`src/rtl/memory_read_ctrl.sv`:
```
// memory_read_ctrl: walks a linked list of cells on memory port B, streams
// each 448-bit payload as 64-bit beats and returns drained cells to the free list.
module memory_read_ctrl #(
  parameter int ADDR_W         = 10,
  parameter int PAYLOAD_BITS   = 448,
  parameter int FOOTER_BITS    = 16,
  parameter int BEATS_PER_CELL = 7,
  localparam int BLOCK_BITS    = PAYLOAD_BITS + FOOTER_BITS
) (
  input  logic                  clk,
  input  logic                  rst_n,
  input  logic                  rd_req_i,
  input  logic [ADDR_W-1:0]     rd_head_idx_i,
  output logic                  rd_ack_o,
  output logic                  mem_en_o,
  output logic [ADDR_W-1:0]     mem_addr_o,
  input  logic [BLOCK_BITS-1:0] mem_rdata_i,
  output logic [63:0]           data_o,
  output logic                  data_valid_o,
  output logic                  data_begin_o,
  output logic                  data_end_o,
  input  logic                  data_ready_i,
  output logic                  fl_free_req_o,
  output logic [ADDR_W-1:0]     fl_free_idx_o,
  input  logic                  fl_free_gnt_i,
  output logic                  err_invalid_o
);

  // Footer field positions (footer sits in the block LSBs, payload above it)
  localparam int NEXT_LSB  = FOOTER_BITS - ADDR_W;
  localparam int EOP_BIT   = NEXT_LSB - 1;
  localparam int VALID_BIT = NEXT_LSB - 2;
  localparam int LB_MSB    = NEXT_LSB - 3;
  localparam logic [2:0] LIM_MAX = 3'(BEATS_PER_CELL - 1);

  typedef enum logic [1:0] {IDLE, FETCH, CAPTURE, STREAM} state_t;

  state_t                  state;
  logic [ADDR_W-1:0]       cur_idx;
  logic [ADDR_W-1:0]       next_idx;
  logic [PAYLOAD_BITS-1:0] payload;
  logic                    eop;
  logic [2:0]              last_beat;
  logic [2:0]              beat_cnt;
  logic                    first;
  logic                    slot_full;
  logic [ADDR_W-1:0]       slot_idx;

  logic [2:0]  lim;
  logic        last_hit;
  logic        beat_fire;
  logic        last_fire;
  logic [63:0] beat_words [8];
  logic        unused_rsvd;

  // Split the captured payload into beats, beat 0 taken from the MSBs
  generate
    for (genvar gi = 0; gi < 8; gi++) begin : g_beat
      if (gi < BEATS_PER_CELL) begin : g_used
        assign beat_words[gi] = payload[PAYLOAD_BITS-1-64*gi -: 64];
      end else begin : g_pad
        assign beat_words[gi] = '0;
      end
    end
  endgenerate

  assign unused_rsvd = &{1'b0, mem_rdata_i[LB_MSB-3:0]};

  // Final beat index of the current cell; oversized last_beat clamps
  assign lim       = eop ? ((last_beat > LIM_MAX) ? LIM_MAX : last_beat) : LIM_MAX;
  assign last_hit  = (beat_cnt == lim);
  assign beat_fire = data_valid_o && data_ready_i;
  assign last_fire = beat_fire && last_hit;

  // Outputs are decoded from state registers only (plus request/read data)
  assign rd_ack_o      = (state == IDLE) && rd_req_i;
  assign mem_en_o      = (state == FETCH);
  assign mem_addr_o    = cur_idx;
  assign err_invalid_o = (state == CAPTURE) && !mem_rdata_i[VALID_BIT];
  // The last beat of a cell waits until the free slot can take its index
  assign data_valid_o  = (state == STREAM) && (!last_hit || !slot_full);
  assign data_o        = (state == STREAM) ? beat_words[beat_cnt] : '0;
  assign data_begin_o  = (state == STREAM) && first && (beat_cnt == 3'd0);
  assign data_end_o    = (state == STREAM) && eop && last_hit;
  assign fl_free_req_o = slot_full;
  assign fl_free_idx_o = slot_idx;

  // Frame walk: fetch a cell, capture it, stream its beats, follow next_idx
  always_ff @(posedge clk or negedge rst_n) begin
    if (!rst_n) begin
      state     <= IDLE;
      cur_idx   <= '0;
      next_idx  <= '0;
      payload   <= '0;
      eop       <= 1'b0;
      last_beat <= '0;
      beat_cnt  <= '0;
      first     <= 1'b0;
    end else begin
      case (state)
        IDLE: begin
          if (rd_req_i) begin
            cur_idx <= rd_head_idx_i;
            first   <= 1'b1;
            state   <= FETCH;
          end
        end
        FETCH: state <= CAPTURE;
        CAPTURE: begin
          payload   <= mem_rdata_i[BLOCK_BITS-1 -: PAYLOAD_BITS];
          next_idx  <= mem_rdata_i[FOOTER_BITS-1 -: ADDR_W];
          eop       <= mem_rdata_i[EOP_BIT];
          last_beat <= mem_rdata_i[LB_MSB -: 3];
          beat_cnt  <= '0;
          state     <= mem_rdata_i[VALID_BIT] ? STREAM : IDLE;
        end
        STREAM: begin
          if (beat_fire) begin
            first <= 1'b0;
            if (last_hit) begin
              if (eop) begin
                state <= IDLE;
              end else begin
                cur_idx <= next_idx;
                state   <= FETCH;
              end
            end else begin
              beat_cnt <= beat_cnt + 3'd1;
            end
          end
        end
        default: state <= IDLE;
      endcase
    end
  end

  // Single-entry free slot; a new load takes priority over a same-cycle grant
  always_ff @(posedge clk or negedge rst_n) begin
    if (!rst_n) begin
      slot_full <= 1'b0;
      slot_idx  <= '0;
    end else if (last_fire) begin
      slot_full <= 1'b1;
      slot_idx  <= cur_idx;
    end else if (fl_free_gnt_i) begin
      slot_full <= 1'b0;
    end
  end

endmodule
```
`config.mk`:
```
export PLATFORM = sky130hd
export DESIGN_NAME = memory_read_ctrl
export DESIGN_NICKNAME = d
export VERILOG_FILES = /design/src/rtl/memory_read_ctrl.sv
export SDC_FILE = /design/constraint.sdc
export NUM_CORES = 1
export LEC_CHECK = 0
export CAP_MARGIN = 40
export CORE_ASPECT_RATIO = 0.75
export CORE_MARGIN = 2
export CORE_UTILIZATION = 45
export CTS_BUF_LIST = sky130_fd_sc_hd__clkbuf_16
export DETAILED_ROUTE_END_ITERATION = 7
export PLACE_DENSITY = 0.8
export SLEW_MARGIN = 10
export SYNTH_ARGS = -nofsm -noshare
export SYNTH_HDL_FRONTEND = slang
export SYNTH_SLANG_ARGS = --single-unit
```
`constraint.sdc`:
```
create_clock -name clk -period 5 [get_ports clk]
set_clock_uncertainty 0.1 [all_clocks]
set_input_delay 0.75 -clock clk [delete_from_list [all_inputs] [get_ports clk]]
set_output_delay 0.75 -clock clk [all_outputs]
set_load 0.02 [all_outputs]
```
==> impl_metrics.csv <==
group,metric,value,unit
power_and_ir_drop,finalPower,19.6,mW
drt,drc_errors,0,
timing,rsz0062_at_grt,"false",
timing,slew_violations,0,
logic_synthesis,syn_area_per_cell,14.4,um2
timing,finalHoldViolCount,0,
clock_tree,cts_root_buf,"clkbuf_16",
setup_path,worstRegToRegCells,4,
drt,drtIter0Drc,985,
clock_tree,path_clk_slew,0.07,ns
drt,dr.pass1.iters,5,
setup_path,critPathRequiredTime,4.15,ns
logic_synthesis,netlist_instances,1532,
timing,tns,0,ns
place,post-place-ws,1.23,ns
job,cap_violations,0,
cells_and_area,layout-drive-gt1-share,31.3,%
timing,worst_slack,0.654,ns
drt,ant_nets,0,
power_and_ir_drop,powerDensity,655,nW/um2
clock_tree,clockBufferDepth,3,
power_and_ir_drop,power_leakage,11.9,nW
clock_tree,cts_sinks,489,
drt,wl_per_cell,22.5,um
drt,dr_total_vias,15000,
setup_path,worst-setup-path-type,"reg -> out",
global_route,gr-total-overflow,0,
floorplan,start_util,45.3,%
timing,fmax,230,MHz
setup_path,crit_path_start_kind,"flip-flop",
cells_and_area,syn_to_final_growth,36.0,%
global_route,grt_pass1_vias,16100,
floorplan,coreArea,48500,um2
drt,drt_wl_total,61.9,mm
logic_synthesis,synth_top_area_share,55.6,%
global_route,grtUsageTotal,24.2,%
global_route,grt_pass1_wl,94.5,mm
clock_tree,cts_buffers,49,
setup_path,worstReg2RegStart,"state[1]",
timing,slew_headroom,23.6,%
cells_and_area,nets,2541,
clock_tree,postCtsHoldBufs,0,
setup_path,cp-end-kind,"output pin",
logic_synthesis,yosys_warnings,0,
timing,post-route-period-util,86.9,%
global_route,grt_max_degree,186,
setup_path,r2r_slack,2.09,ns
logic_synthesis,yosysSeqAreaShare,55.6,%
logic_synthesis,ys_types,38,
logic_synthesis,syn_nets,2013,
clock_tree,cts_resized,0,
global_route,antenna_found_initial,12,
floorplan,die_h,195,um
cells_and_area,utilization,61.7,%
floorplan,pin_count,570,
setup_path,cp_cell_sequence,"inv_1 > nor2_4 > buf_4 > a21oi_1 > a211oi_1 > clkdlybuf4s50_1",
place,routabilityCongestion,0.865,
place,post_dp_cell_area,28300,um2
setup_path,max_stage_delay,0.75,ns
logic_synthesis,synth_edf_count,0,
cells_and_area,postLayoutCellArea,29900,um2
place,port_buffers,568,
setup_path,r2r-end,"payload[418]",
clock_tree,cts_tree,"built",
logic_synthesis,async_flop_share,100,%
setup_path,crit_fanout,36,
setup_path,arrival,3.50,ns
clock_tree,clock_latency,0.57,ns
clock_tree,cts_max_level,2,
logic_synthesis,ys_ff_latch,489,
clock_tree,post-cts-setup-buffers,0,
worst_hold_path,hold_path_class,"in -> async",
timing,worst_pin_slew,1.15,ns
floorplan,die_w,259,um
floorplan,rows,70,
setup_path,critPathSlowestCell,"dfrtp_4",
logic_synthesis,ys_top_cells_by_area,"dfrtp_1 (56%), mux2_2 (25%), mux4_2 (6.6%)",
timing,finalSetupViolations,0,
logic_synthesis,syn-cell-area,22000,um2
status,outcome,"finished, final reports clean",
logic_synthesis,synth_top_area_cell,"dfrtp_1",
floorplan,dieArea,50700,um2
drt,via_per_inst,5.43,
logic_synthesis,synthFlopType,"dfrtp_1",
timing,post-route-min-period,4.35,ns
place,hpwl,43.0,mm
power_and_ir_drop,vdd_drop_max,0.421,mV
[through the flow]
step | instances | hold WS (ns)
floorplan | 1532 | 0.354
global placement | 2656 | 0.384
detailed placement | 2657 | 0.391
CTS | 2747 | 0.219
global route | 2750 | 0.242
finish | 2755 | 0.171
[worst max path at each step]
stage,startpoint,endpoint,cells after the start
global placement,beat_cnt[0],data_o[22],6
global route,beat_cnt[0],data_o[22],6
detailed placement,beat_cnt[0],data_o[35],6
finish,beat_cnt[0],data_o[22],6
floorplan,beat_cnt[0],data_o[10],7
CTS,beat_cnt[0],data_o[35],6
[layout make-up]
| class | count | area, um2 |
|---|---|---|
| fill | 3598 | 18600 |
| sequential | 489 | 12200 |
| multi-input combinational | 923 | 9240 |
| timing repair buffer | 592 | 6010 |
| clock buffer | 51 | 1280 |
| tap | 648 | 811 |
| clock inverter | 39 | 285 |
| antenna | 8 | 20.0 |
| inverter | 5 | 18.8 |
[cells in the mapped netlist, types with 2 or more instances]
| master | number |
|---|---|
| nand2b_1 | 2 |
| clkbuf_1 | 33 |
| a211oi_1 | 64 |
| a311o_1 | 2 |
| nor2b_1 | 3 |
| buf_1 | 10 |
| inv_1 | 5 |
| o21ai_0 | 2 |
| a21oi_1 | 66 |
| nand2_1 | 8 |
| mux2i_1 | 64 |
| ha_1 | 2 |
| mux2_2 | 491 |
| and3_1 | 3 |
| dfrtp_1 | 489 |
| buf_2 | 70 |
| mux4_2 | 64 |
| nor2_1 | 134 |
[sequential cells by signal (all words and copies together), names as in the netlist]
signal,count
next_idx,10
eop,1
payload,448
fl_free_idx_o,10
state,2
beat_cnt,3
mem_addr_o,10
last_beat,3
fl_free_req_o,1
first,1
[report_power, final]
group | internal, mW | switching [mW] | total [mW]
combinational | 4.88 | 3.88 | 8.76
sequential | 6.03 | 1.19 | 7.22
clock | 2.05 | 1.58 | 3.63
[kinds of logic after synthesis]
logic type | count (synthesis) | share of synthesized area [%]
multiplexers | 619 | 34.6
flip-flops | 489 | 55.6
AND/OR/NAND/NOR | 158 | 2.92
AO/OA/AOI/OAI | 143 | 4.24
buffers and inverters | 120 | 2.47
adder cells (fa/ha/maj) | 2 | 0.114
XOR/XNOR | 1 | 0.0398
[critical path, delay by kind of cell, from the launching register on]
kind,cells,cell delay (ns)
AOI/OAI and AO/OA,2,0.60
buffers and inverters,3,1.39
DFF,1,0.75
and+or+nand+nor,1,0.15
[routing by layer]
layer	up-vias	wire (um)	share of wire [%]	track usage, %
met3	140	4750	7.7	7.50
met2	468	29800	48	38.7
met5	-	69	0.11	0
li1	6670	-	-	-
met1	7675	25300	41	31.3
met4	10	1970	3.2	8.54
[placed cells by master, fill, tap and decap left out, types with 2 or more instances in the layout]
cell               n
clkdlybuf4s50_1  567
mux2_2           491
dfrtp_1          486
nor2_1           133
a21oi_1           66
mux2i_1           64
mux4_2            64
a211oi_1          64
clkbuf_16         51
inv_1             18
buf_4             12
buf_12            11
clkinv_1          10
diode_2            8
nand2_1            7
clkinv_2           6
bufinv_16          4
and3_1             3
dfrtp_4            3
clkinvlp_4         3
nor2b_1            2
nand2b_1           2
a311o_1            2
o21ai_0            2
ha_1               2
clkinv_4           2
Power figures use the tool's default switching activity.
